File: src/rtl/coherence_emitter_multiline.sv
// Direct-mapped MSI/MESI coherence controller: NUM_LINES lines, bus req/grant, snoop handling.
// Latency: hit responds 1 cycle after accept; a miss responds 1 cycle after its last grant.
// Backpressure: req_ready only in IDLE; bus_req/bus_msg/bus_addr are held until bus_grant.
//
// Ports:
//   clock, resetn                       - rising-edge clock, async active-low reset
//   req_valid/req_write/req_addr        - CPU request; accepted when req_valid && req_ready
//   req_ready, resp_valid, resp_hit     - request handshake and one-cycle completion pulse
//   bus_req/bus_grant/bus_msg/bus_addr  - shared-bus arbitration and issued message
//   bus_shared                          - sampled when a READ_MISS is granted
//   snoop_valid/snoop_msg/snoop_addr    - other caches' bus traffic
//   snoop_wb                            - pulse: a local M line must be flushed for a snoop
module coherence_emitter_multiline #(
  parameter int NUM_LINES = 4,
  parameter int TAG_W     = 8,
  parameter bit MESI_EN   = 1'b0
) (
  input  logic                                   clock,
  input  logic                                   resetn,
  input  logic                                   req_valid,
  input  logic                                   req_write,
  input  logic [TAG_W+$clog2(NUM_LINES)-1:0]     req_addr,
  output logic                                   req_ready,
  output logic                                   resp_valid,
  output logic                                   resp_hit,
  output logic                                   bus_req,
  input  logic                                   bus_grant,
  output logic [2:0]                             bus_msg,
  output logic [TAG_W+$clog2(NUM_LINES)-1:0]     bus_addr,
  input  logic                                   bus_shared,
  input  logic                                   snoop_valid,
  input  logic [2:0]                             snoop_msg,
  input  logic [TAG_W+$clog2(NUM_LINES)-1:0]     snoop_addr,
  output logic                                   snoop_wb
);

  localparam int IDX_W  = $clog2(NUM_LINES);
  localparam int ADDR_W = TAG_W + IDX_W;

  localparam logic [1:0] ST_I = 2'b00;
  localparam logic [1:0] ST_S = 2'b01;
  localparam logic [1:0] ST_M = 2'b10;
  localparam logic [1:0] ST_E = 2'b11;

  localparam logic [2:0] MSG_NONE = 3'b000;
  localparam logic [2:0] MSG_WM   = 3'b001;
  localparam logic [2:0] MSG_RM   = 3'b010;
  localparam logic [2:0] MSG_INV  = 3'b011;
  localparam logic [2:0] MSG_WB   = 3'b100;

  localparam logic [1:0] FSM_IDLE = 2'd0;
  localparam logic [1:0] FSM_WB   = 2'd1;
  localparam logic [1:0] FSM_BUS  = 2'd2;
  localparam logic [1:0] FSM_RESP = 2'd3;

  logic [1:0]       line_st  [NUM_LINES];
  logic [TAG_W-1:0] line_tag [NUM_LINES];
  logic [1:0]       fsm;
  logic [ADDR_W-1:0] r_addr;
  logic [2:0]       r_msg;
  logic             r_hit;

  logic [IDX_W-1:0] r_idx, q_idx, s_idx;
  logic [TAG_W-1:0] r_tag, q_tag, s_tag;
  logic [1:0]       q_st, s_st;
  logic             q_hit, grant_act, s_hit, s_kill, s_rd;

  assign r_idx = r_addr[IDX_W-1:0];
  assign r_tag = r_addr[ADDR_W-1:IDX_W];
  assign q_idx = req_addr[IDX_W-1:0];
  assign q_tag = req_addr[ADDR_W-1:IDX_W];
  assign s_idx = snoop_addr[IDX_W-1:0];
  assign s_tag = snoop_addr[ADDR_W-1:IDX_W];

  assign q_st  = line_st[q_idx];
  assign s_st  = line_st[s_idx];
  assign q_hit = (q_st != ST_I) && (line_tag[q_idx] == q_tag);

  assign grant_act = bus_req && bus_grant;

  // A snoop coinciding with our own grant is dropped so the grant update is never overridden.
  assign s_hit  = snoop_valid && !grant_act && (s_st != ST_I) && (line_tag[s_idx] == s_tag);
  assign s_kill = s_hit && ((snoop_msg == MSG_WM) || (snoop_msg == MSG_INV));
  assign s_rd   = s_hit && (snoop_msg == MSG_RM);

  assign snoop_wb   = (s_kill || s_rd) && (s_st == ST_M);
  assign req_ready  = (fsm == FSM_IDLE);
  assign resp_valid = (fsm == FSM_RESP);
  assign resp_hit   = (fsm == FSM_RESP) && r_hit;
  assign bus_req    = (fsm == FSM_WB) || (fsm == FSM_BUS);

  always_comb begin
    bus_msg  = MSG_NONE;
    bus_addr = '0;
    if (fsm == FSM_WB) begin
      bus_msg  = MSG_WB;
      bus_addr = {line_tag[r_idx], r_idx};
    end else if (fsm == FSM_BUS) begin
      bus_msg  = r_msg;
      bus_addr = r_addr;
    end
  end

  always_ff @(posedge clock or negedge resetn) begin
    if (!resetn) begin
      for (int i = 0; i < NUM_LINES; i++) begin
        line_st[i]  <= ST_I;
        line_tag[i] <= '0;
      end
      fsm    <= FSM_IDLE;
      r_addr <= '0;
      r_msg  <= MSG_NONE;
      r_hit  <= 1'b0;
    end else begin
      // Snoop updates first; the local FSM updates below take precedence on the same line.
      if (s_kill) begin
        line_st[s_idx] <= ST_I;
      end else if (s_rd) begin
        line_st[s_idx] <= ST_S;
      end

      case (fsm)
        FSM_IDLE: begin
          if (req_valid) begin
            r_addr <= req_addr;
            if (q_hit && (!req_write || q_st == ST_M)) begin
              r_hit <= 1'b1;
              fsm   <= FSM_RESP;
            end else if (q_hit && MESI_EN && q_st == ST_E) begin
              // Silent upgrade: exclusive ownership means no bus traffic is needed.
              line_st[q_idx] <= ST_M;
              r_hit          <= 1'b1;
              fsm            <= FSM_RESP;
            end else if (q_hit) begin
              r_msg <= MSG_INV;
              fsm   <= FSM_BUS;
            end else begin
              r_msg <= req_write ? MSG_WM : MSG_RM;
              fsm   <= (q_st == ST_M) ? FSM_WB : FSM_BUS;
            end
          end
        end
        FSM_WB: begin
          if (grant_act) begin
            line_st[r_idx] <= ST_I;
            fsm            <= FSM_BUS;
          end else if (snoop_wb && (s_idx == r_idx)) begin
            // The snoop's flush already wrote the victim back; skip our own WRITEBACK.
            fsm <= FSM_BUS;
          end
        end
        FSM_BUS: begin
          if (grant_act) begin
            line_tag[r_idx] <= r_tag;
            if (r_msg == MSG_RM) begin
              line_st[r_idx] <= (MESI_EN && !bus_shared) ? ST_E : ST_S;
            end else begin
              line_st[r_idx] <= ST_M;
            end
            r_hit <= (r_msg == MSG_INV);
            fsm   <= FSM_RESP;
          end else if ((r_msg == MSG_INV) && s_kill && (s_idx == r_idx)) begin
            // Our shared copy was taken away; the upgrade becomes a full write miss.
            r_msg <= MSG_WM;
          end
        end
        default: begin
          fsm <= FSM_IDLE;
        end
      endcase
    end
  end

endmodule
File: config.mk
export PLATFORM = sky130hd
export DESIGN_NAME = coherence_emitter_multiline
export DESIGN_NICKNAME = d
export VERILOG_FILES = /design/src/rtl/coherence_emitter_multiline.sv
export SDC_FILE = /design/constraint.sdc
export NUM_CORES = 1
export LEC_CHECK = 0
export CAP_MARGIN = 20
export CORE_MARGIN = 2
export CORE_UTILIZATION = 64
export CTS_CLUSTER_DIAMETER = 100
export CTS_CLUSTER_SIZE = 8
export DETAILED_ROUTE_END_ITERATION = 10
export DONT_BUFFER_PORTS = 1
export PLACE_DENSITY = 0.91
export SKIP_CTS_REPAIR_TIMING = 1
export SYNTH_ARGS = -nofsm -noshare
export SYNTH_HDL_FRONTEND = slang
export SYNTH_SLANG_ARGS = --single-unit
File: constraint.sdc
create_clock -name clock -period 2.9 [get_ports clock]
set_input_delay 0.29 -clock clock [delete_from_list [all_inputs] [get_ports clock]]
set_output_delay 0.29 -clock clock [all_outputs]
set_load 0.01 [all_outputs]
==> results of run 1 <==
-- metal layers --
metal  up-vias  global-route usage, %
met4         0                   12.4
met2       193                   48.5
met3        32                   6.45
met5         -                      0
met1      1355                   39.8
li1       1193                      -
-- worst paths after layout --
kind	slack (ns)	end	from	cells after the start
hold / removal	0.12	r_addr[3]	req_addr[3]	1
min in group asynchronous	0.49	line_st[6]	resetn	2
setup / recovery	0.27	snoop_wb	fsm[1]	7
max in group asynchronous	2.15	r_addr[0]	resetn	2
hold reg to reg	0.56	line_tag[13]	line_tag[13]	1
setup reg to reg	0.58	fsm[1]	fsm[0]	7
-- report_power, final --
| part | internal, mW | switching [mW] | leakage (nW) |
|---|---|---|---|
| registers | 1.11 | 0.418 | 0.683 |
| clock network | 0.344 | 0.261 | 0.0644 |
| logic | 1.07 | 1.01 | 0.862 |
| total | 2.53 | 1.69 | 1.61 |
-- critical path, cell delays in order, from the launching register on --
cell	delay, ns
dfrtp_1	0.43
inv_1	0.10
ha_1	0.29
nand2_1	0.10
o2111a_1	0.27
o211ai_1	0.11
or3_4	0.38
nor3_1	0.36
-- flip-flops by register name, summed over array words and instances (netlist names) --
register / count
line_tag: 32
r_addr: 10
line_st: 8
fsm: 2
r_msg: 2
r_hit: 1
-- kinds of logic (layout without fill, tap and decap cells) --
kind of cell	Yosys count	after routing	share of synthesized area, %
AOI/OAI and AO/OA	50	50	10.2
xor gates and xnor gates	24	24	5.72
adders and majority gates	4	4	1.36
buffers and inverters	25	25	3.27
DFF	55	55	37.5
muxes	79	79	30.5
and+or+nand+nor	76	76	11.5
-- final cells by class --
class	instances	area share, %
Multi-Input combinational cell	233	55.9
Sequential cell	55	35.3
Tap cell	72	2.31
Timing Repair Buffer	8	2.12
Clock buffer	5	1.77
Clock inverter	3	1.73
Inverter	9	0.867
-- Yosys cell counts, types with 3 or more instances --
master / count
nor2_1: 12
inv_1: 9
nand2_1: 19
mux2_2: 43
a22o_1: 7
nand4_1: 5
mux2i_1: 14
a21oi_1: 7
mux4_2: 22
xnor2_1: 22
nor3_1: 8
and3_1: 3
buf_1: 3
dfrtp_1: 55
o22ai_1: 4
buf_6: 3
ha_1: 4
clkbuf_1: 9
and2_1: 5
o21ai_0: 6
nand3_1: 6
-- per-stage QoR --
stage	total power, mW	instance area, µm²	instances	setup WS (ns)
2_1_floorplan	3.09	3670	313	0.612
3_3_place_gp	3.45	3720	375	0.651
5_1_grt	4.47	3900	385	0.145
4_1_cts	4.19	3860	383	0.273
3_5_place_dp	3.58	3720	375	0.618
6_report	4.21	3900	385	0.266
==> reports/results.tsv, run 1 <==
stage	metric	value	unit
drt	routed vias/inst	7.20	
clock_network	CTS Buf Count	5	
sta	crit path time final	2.63	ns
sta	clock skew	0.0115	ns
drt	DR pass1 iterations	5	
synthesis	Post-synth EDFFs	0	
synthesis	Synth async-reset ratio	100	%
cells_and_area	Fill cells	401	
drt	DRT met1 WL	3360	µm
global_route	initial antenna violation count	0	
worst_hold_path	Tightest Hold Check Type	in -> reg	
synthesis	Mapped Area	3670	µm²
cells_and_area	most frequent cells in the layout	dfrtp_1, mux2_2, mux4_2, xnor2_1, nand2_1	
sta	Final Cycle Share	90.8	%
clock_network	H-Tree Depth	2	
setup_path	crit path capture type	primary output	
cells_and_area	area of the multi-input gates	2180	µm²
global_route	vias in the first global route	2767	
floorplan	Die Area	6360	µm²
clock_network	Root Buffer	clkbuf_8	
drt	DR iter-0 viols	399	
drt	DR vias	2773	
synthesis	Yosys top cell area share	37.5	%
synthesis	sequential area share after synthesis	37.5	%
placed_design	IO Port Bufs	0	
cells_and_area	layout net count	346	
sta	Slew @ Worst Pin	0.721	ns
floorplan	initial core utilization	66.3	%
drt	drt drc	0	
floorplan	die height	79.8	µm
cells_and_area	antenna cells	0	
synthesis	syn_area_per_cell	11.7	µm²
floorplan	num rows	27	
power	VDD IR max	0.703	mV
synthesis	Top FF cell, synth	dfrtp_1	
sta	final setup TNS	0	ns
power	total leakage power	1.61	nW
drt	Detailed Route WL	8910	µm
cells_and_area	Register Area	1380	µm²
power	PD cells	1080	nW/µm²
synthesis	syn nets	347	
cells_and_area	Area Overhead vs Synth	6.06	%
floorplan	Die W	79.8	µm
sta	RSZ-0062 raised after global routing	false	
clock_network	worst-case clock buffer depth	2	
floorplan	Placeable Area	5540	µm²
drt	final antenna-violating net count	0	
sta	Final Hold Fails	0	
placed_design	gp weighted congestion	0.896	
setup_path	Worst EP arrival	2.34	ns
sta	WHS	0.122	ns
sta	Fmax	380	MHz
synthesis	dominant cells by area after synthesis	dfrtp_1, mux4_2, mux2_2, xnor2_1, mux2i_1	
synthesis	FF+latch count, synth	55	
global_route	GRT Util Overall	30.1	%
drt	met3 wire length	953	µm
cells_and_area	most common cell after layout, fill and taps aside	dfrtp_1	
global_route	first-pass GRT wire length	14400	µm
synthesis	synth unique cells	56	
floorplan	I/O pins	48	
synthesis	Synth warnings	0	
clock_network	CTS Sinks	55	
cells_and_area	share of cells above drive strength 1	30.0	%
drt	drt wl/cell	23.1	µm
status	status	completed	
global_route	gr ovfl total	0	
drt	routed wl met2	4290	µm
synthesis	area leader, netlist	dfrtp_1	
setup_path	worst-path fanout max	5	
clock_network	CTS tree	built	
synthesis	Cells after Synth	313	
run	maxcap violations	0	
sta	Max-slew headroom	51.8	%
setup_path	Setup CP Type	reg -> out	
sta	Setup Viol. Count Final	0	
clock_network	Skew-Pair Late Insertion Delay	0.31	ns
cells_and_area	post-layout util	70.3	%
sta	Final Max Tran Viols	0	
global_route	largest net degree at the start of global routing	56	
setup_path	crit path launch type	flop	
drt	Top Metal Used	met4	
placed_design	DP Wirelength	6240	µm
setup_path	Worst EP required	2.61	ns
clock_network	Worst-path clk slew	0.11	ns
Power figures use the tool's default switching activity.
==> inputs of run 2 (changes only) <==
Settings changed: MAX_ROUTING_LAYER from default to met4.
==> run 2 against run 1 <==
Effect of this change:
- worst setup slack better by 0.016 ns
- first-iteration DRC count fell by 15%
- sequential power hardly changed
- clock skew is essentially flat
- routed wire length up 0.39%
- die area unchanged
- critical path type unchanged
==> reports/results.tsv, run 2 (synthesis gave the netlist of run 1 again) <==
stage	metric	value	unit	change
cells_and_area	most common cell after layout, fill and taps aside	dfrtp_1		
power	total leakage power	1.61	nW	unchanged
clock_network	H-Tree Depth	2		unchanged
setup_path	critical path cell sequence	inv_1, ha_1, nand2_1, o2111a_1, o211ai_1, or3_4, nor3_1		
floorplan	Placeable Area	5540	µm²	unchanged
placed_design	DP Wirelength	6240	µm	unchanged
cells_and_area	share of cells above drive strength 1	30.0	%	unchanged
placed_design	placed cells	375		unchanged
power	PD cells	1080	nW/µm²	about the same
drt	DR pass1 iterations	5		unchanged
sta	clock skew	0.0114	ns	-0.000140 ns
placed_design	IO Port Bufs	0		unchanged
sta	WHS	0.124	ns	+0.00135 ns
cells_and_area	Top Registers	line_tag (32), r_addr (10), line_st (8)		
clock_network	Worst-path clk slew	0.10	ns	about the same
floorplan	initial core utilization	66.3	%	unchanged
drt	drt wl/cell	23.2	µm	+0.39%
drt	DR vias	2765		-0.29%
cells_and_area	Non-Filler Instances	385		unchanged
setup_path	Setup CP Type	reg -> out		
global_route	first-pass GRT wire length	14400	µm	about the same
cells_and_area	antenna cells	0		unchanged
global_route	GRT Util Overall	30.9	%	+0.83 points
clock_network	Skew-Pair Late Insertion Delay	0.31	ns	about the same
global_route	initial antenna violation count	0		unchanged
placed_design	DP Worst Slack	0.618	ns	unchanged
sta	Final Cycle Share	90.3	%	-0.56 points
clock_network	CTS Buf Count	5		unchanged
clock_network	CTS Sinks	55		unchanged
cells_and_area	Area Overhead vs Synth	6.06	%	unchanged
setup_path	Worst EP arrival	2.33	ns	about the same
cells_and_area	layout net count	346		unchanged
placed_design	DP Area	3720	µm²	unchanged
power	Tot Pwr	4.21	mW	about the same
sta	Final Max Tran Viols	0		unchanged
status	status	completed		
cells_and_area	most frequent cells in the layout	dfrtp_1, mux2_2, mux4_2, xnor2_1, nand2_1		
sta	Slew @ Worst Pin	0.753	ns	+0.0324 ns
sta	RSZ-0062 raised after global routing	false		
setup_path	crit path capture type	primary output		
sta	Final Hold Fails	0		unchanged
cells_and_area	final instance area	3900	µm²	unchanged
sta	Max-slew headroom	49.7	%	-2.2 points
floorplan	Die Area	6360	µm²	unchanged
sta	Setup Viol. Count Final	0		unchanged
global_route	vias in the first global route	2756		-0.40%
clock_network	CTS tree	built		
cells_and_area	max reg flops	32		unchanged
sta	crit path time final	2.62	ns	-0.0163 ns
setup_path	crit path launch type	flop		
floorplan	die height	79.8	µm	unchanged
drt	drt drc	0		unchanged
cells_and_area	Top reg by flops	line_tag		
cells_and_area	post-layout util	70.3	%	unchanged
run	maxcap violations	0		unchanged
drt	DR iter-0 viols	341		-15%
global_route	gr ovfl total	0		unchanged
sta	Fmax	382	MHz	+0.62%
placed_design	gp weighted congestion	0.912		+1.7%
clock_network	Root Buffer	clkbuf_8		
worst_hold_path	Tightest Hold Check Type	in -> reg		
global_route	largest net degree at the start of global routing	56		unchanged
floorplan	num rows	27		unchanged
cells_and_area	Fill cells	401		unchanged
drt	final antenna-violating net count	0		unchanged
floorplan	I/O pins	48		unchanged
clock_network	worst-case clock buffer depth	2		unchanged
setup_path	worst-path fanout max	5		unchanged
floorplan	Die W	79.8	µm	unchanged
drt	Detailed Route WL	8940	µm	+0.39%
setup_path	Worst EP required	2.61	ns	about the same
sta	PnR worst setup slack	0.282	ns	+0.0163 ns
drt	routed vias/inst	7.18		-0.29%
setup_path	slowest CP cell	dfrtp_1		
setup_path	crit-path max cell delay	0.42	ns	about the same
sta	final setup TNS	0	ns	unchanged
power	VDD IR max	0.702	mV	about the same
[run 2: worst max-delay path: cells and delay by family, from the launching register on]
family | cells | cell delay, ns
and+or+nand+nor | 3 | 0.84
DFF | 1 | 0.42
AOI/OAI and AO/OA | 2 | 0.37
adders and majority gates | 1 | 0.29
buffers and inverters | 1 | 0.10
[run 2: final timing paths]
| path | startpoint | to | slack (ns) | cells past startpoint |
|---|---|---|---|---|
| max | fsm[1] | snoop_wb | 0.28 | 7 |
| max reg2reg | fsm[0] | fsm[1] | 0.58 | 7 |
| min in group asynchronous | resetn | line_st[6] | 0.48 | 2 |
| min reg2reg | line_tag[13] | line_tag[13] | 0.56 | 1 |
| min | req_addr[3] | r_addr[3] | 0.12 | 1 |
| max in group asynchronous | resetn | r_addr[0] | 2.15 | 2 |
[run 2: power by group]
part           switching [mW]  internal (mW)  total (mW)  leakage (nW)
sequential              0.423           1.11        1.54         0.683
combinational            1.01           1.07        2.08         0.862
clock                   0.258          0.344       0.602        0.0644
[run 2: cell type report]
cell class / count / area, µm² / area share, %
clock buffer: 5 / 68.8 / 1.77
tap: 72 / 90.1 / 2.31
multi-input combinational: 233 / 2180 / 55.9
timing repair buffer: 8 / 82.6 / 2.12
clock inverter: 3 / 67.6 / 1.73
sequential: 55 / 1380 / 35.3
inverter: 9 / 33.8 / 0.867
[run 2: routing by layer]
layer / GRT usage (%) / up-vias / part of all wire [%]
met1: 40.4 / 1353 / 38
met3: 5.43 / 36 / 10
met5: - / - / 0
met4: 12.4 / 0 / 3.8
li1: - / 1181 / -
met2: 48.7 / 195 / 48
==> inputs of run 3 (changes only) <==
Settings changed: CORE_UTILIZATION 64 to 40, PLACE_DENSITY 0.91 to 0.65.
==> run 3 against run 2 <==
Effect of this change:
- register-to-register slack about the same
- sequential power down 3%
- total power down 3.6%
- clock skew down 0.0033 ns
- sequential share of layout area down 0.15 points
- hold slack worse by 0.0070 ns
- sequential cell count unchanged
- largest power group unchanged
- final cell count up 9.6%
- non-clock buffer count up 1
- clock-buffer cell count up 1
- via count down 5.1%
==> reports/results.tsv, run 3 (synthesis gave the netlist of run 1 again) <==
stage	metric	value	unit	change
status	status	completed		
cells_and_area	share of cells above drive strength 1	30.3	%	+0.22 points
floorplan	I/O pins	48		unchanged
floorplan	initial core utilization	41.7	%	-25 points
cells_and_area	Top Registers	line_tag (32), r_addr (10), line_st (8)		
sta	crit path time final	2.65	ns	+0.0357 ns
sta	Final Cycle Share	91.5	%	+1.2 points
cells_and_area	most common cell after layout, fill and taps aside	dfrtp_1		
global_route	vias in the first global route	2709		-1.7%
drt	DR iter-0 viols	148		-57%
run	maxcap violations	0		unchanged
drt	final antenna-violating net count	0		unchanged
setup_path	Worst EP arrival	2.36	ns	+0.03 ns
power	Tot Pwr	4.06	mW	-3.6%
setup_path	Setup CP Type	reg -> out		
placed_design	DP Wirelength	6670	µm	+6.8%
floorplan	Placeable Area	8810	µm²	+59%
sta	Slew @ Worst Pin	0.711	ns	-0.0422 ns
clock_network	CTS Sinks	55		unchanged
sta	Setup Viol. Count Final	0		unchanged
worst_hold_path	hold endpoint	r_addr[3]		
sta	Fmax	377	MHz	-1.3%
power	VDD IR max	0.540	mV	-23%
power	total leakage power	1.60	nW	-0.50%
cells_and_area	Area Overhead vs Synth	6.50	%	
global_route	first-pass GRT wire length	14800	µm	+2.9%
cells_and_area	Non-Filler Instances	422		+9.6%
floorplan	num rows	34		+26%
sta	RSZ-0062 raised after global routing	false		
setup_path	worst r2r path cells	7		unchanged
sta	final setup TNS	0	ns	unchanged
worst_hold_path	hold_sp	req_addr[3]		
setup_path	Crit Reg-Reg Endpoint	fsm[1]		
clock_network	Root Buffer	clkbuf_8		
clock_network	H-Tree Depth	2		unchanged
drt	DR vias	2624		-5.1%
setup_path	crit path launch type	flop		
sta	Max-slew headroom	52.5	%	+2.8 points
placed_design	placed cells	412		+9.9%
power	PD cells	1040	nW/µm²	-4.0%
cells_and_area	most frequent cells in the layout	dfrtp_1, mux2_2, mux4_2, xnor2_1, nand2_1		
drt	DR pass1 iterations	4		-1
clock_network	CTS Buf Count	5		unchanged
sta	WHS	0.117	ns	-0.00695 ns
setup_path	Worst EP required	2.61	ns	about the same
worst_hold_path	hold depth	1		unchanged
global_route	GRT Util Overall	19.9	%	-11 points
drt	drt drc	0		unchanged
drt	Detailed Route WL	9350	µm	+4.6%
floorplan	Die Area	9970	µm²	+57%
setup_path	RR Startpoint	fsm[0]		
clock_network	worst-case clock buffer depth	2		unchanged
setup_path	crit path capture type	primary output		
global_route	largest net degree at the start of global routing	56		unchanged
global_route	gr ovfl total	0		unchanged
clock_network	CTS tree	built		
sta	Final Max Tran Viols	0		unchanged
sta	Final Hold Fails	0		unchanged
global_route	initial antenna violation count	0		unchanged
sta	clock skew	0.00809	ns	-0.00330 ns
floorplan	Die W	99.9	µm	+25%
setup_path	worst-path fanout max	5		unchanged
clock_network	Skew-Pair Late Insertion Delay	0.31	ns	about the same
drt	drt wl/cell	22.2	µm	-4.6%
drt	routed vias/inst	6.22		-13%
cells_and_area	Top reg by flops	line_tag		
placed_design	IO Port Bufs	0		unchanged
cells_and_area	antenna cells	0		unchanged
placed_design	gp weighted congestion	0.845		-7.3%
cells_and_area	max reg flops	32		unchanged
setup_path	Worst R2R Setup Slack	0.59	ns	about the same
clock_network	Worst-path clk slew	0.11	ns	about the same
worst_hold_path	Tightest Hold Check Type	in -> reg		
cells_and_area	layout net count	347		+0.29%
floorplan	die height	99.9	µm	+25%
cells_and_area	Fill cells	800		+100%
run 3: cell count changes in the layout (fill, tap and decap cells not counted), sizes merged:
cell,delta
clkinvlp,-1
bufinv,-2
inv,+2
clkbuf,+1
buf,+1
run 3: per-layer routing:
metal	GRT usage, %	up-vias	routed length, µm
li1	-	1185	-
met1	24.7	1337	3880
met2	32.4	94	4560
met3	6.20	8	815
met4	4.11	0	93
met5	-	-	0
run 3: critical path, cell delays in order (launching register included):
cell and delay, ns:
dfrtp_1 0.41, mux4_2 0.48, xor2_1 0.16, nor2_2 0.15, o211ai_1 0.10, or3_4 0.38
nor3_1 0.37
run 3: where the power goes:
group          internal, mW  switching (mW)
clock network         0.201           0.274
registers              1.11           0.388
logic                  1.07            1.02
total                  2.39            1.68
run 3: worst max path at each step:
stage,to,slack (ns),from
2_1_floorplan,snoop_wb,0.61,fsm[1]
3_3_place_gp,fsm[1],0.62,fsm[0]
3_5_place_dp,fsm[1],0.59,fsm[0]
4_1_cts,snoop_wb,0.24,line_tag[29]
5_1_grt,snoop_wb,0.12,fsm[1]
6_report,snoop_wb,0.25,line_tag[5]
run 3: area by class of cell:
cell class | count | area [µm²] | area share, %
Tap cell | 108 | 135 | 3.45
Clock inverter | 2 | 17.5 | 0.448
Timing Repair Buffer | 9 | 90.1 | 2.30
Clock buffer | 6 | 82.6 | 2.11
Multi-Input combinational cell | 233 | 2180 | 55.7
Sequential cell | 55 | 1380 | 35.2
Inverter | 9 | 33.8 | 0.863
run 3: metrics by stage:
stage | setup slack (ns) | area [µm²] | util (%)
floorplan | 0.612 | 3670 | -
finish | 0.247 | 3910 | 44.4
detailed placement | 0.593 | 3780 | 42.9
global placement | 0.621 | 3780 | 42.9
global route | 0.120 | 3910 | 44.4
CTS | 0.236 | 3880 | 44.0
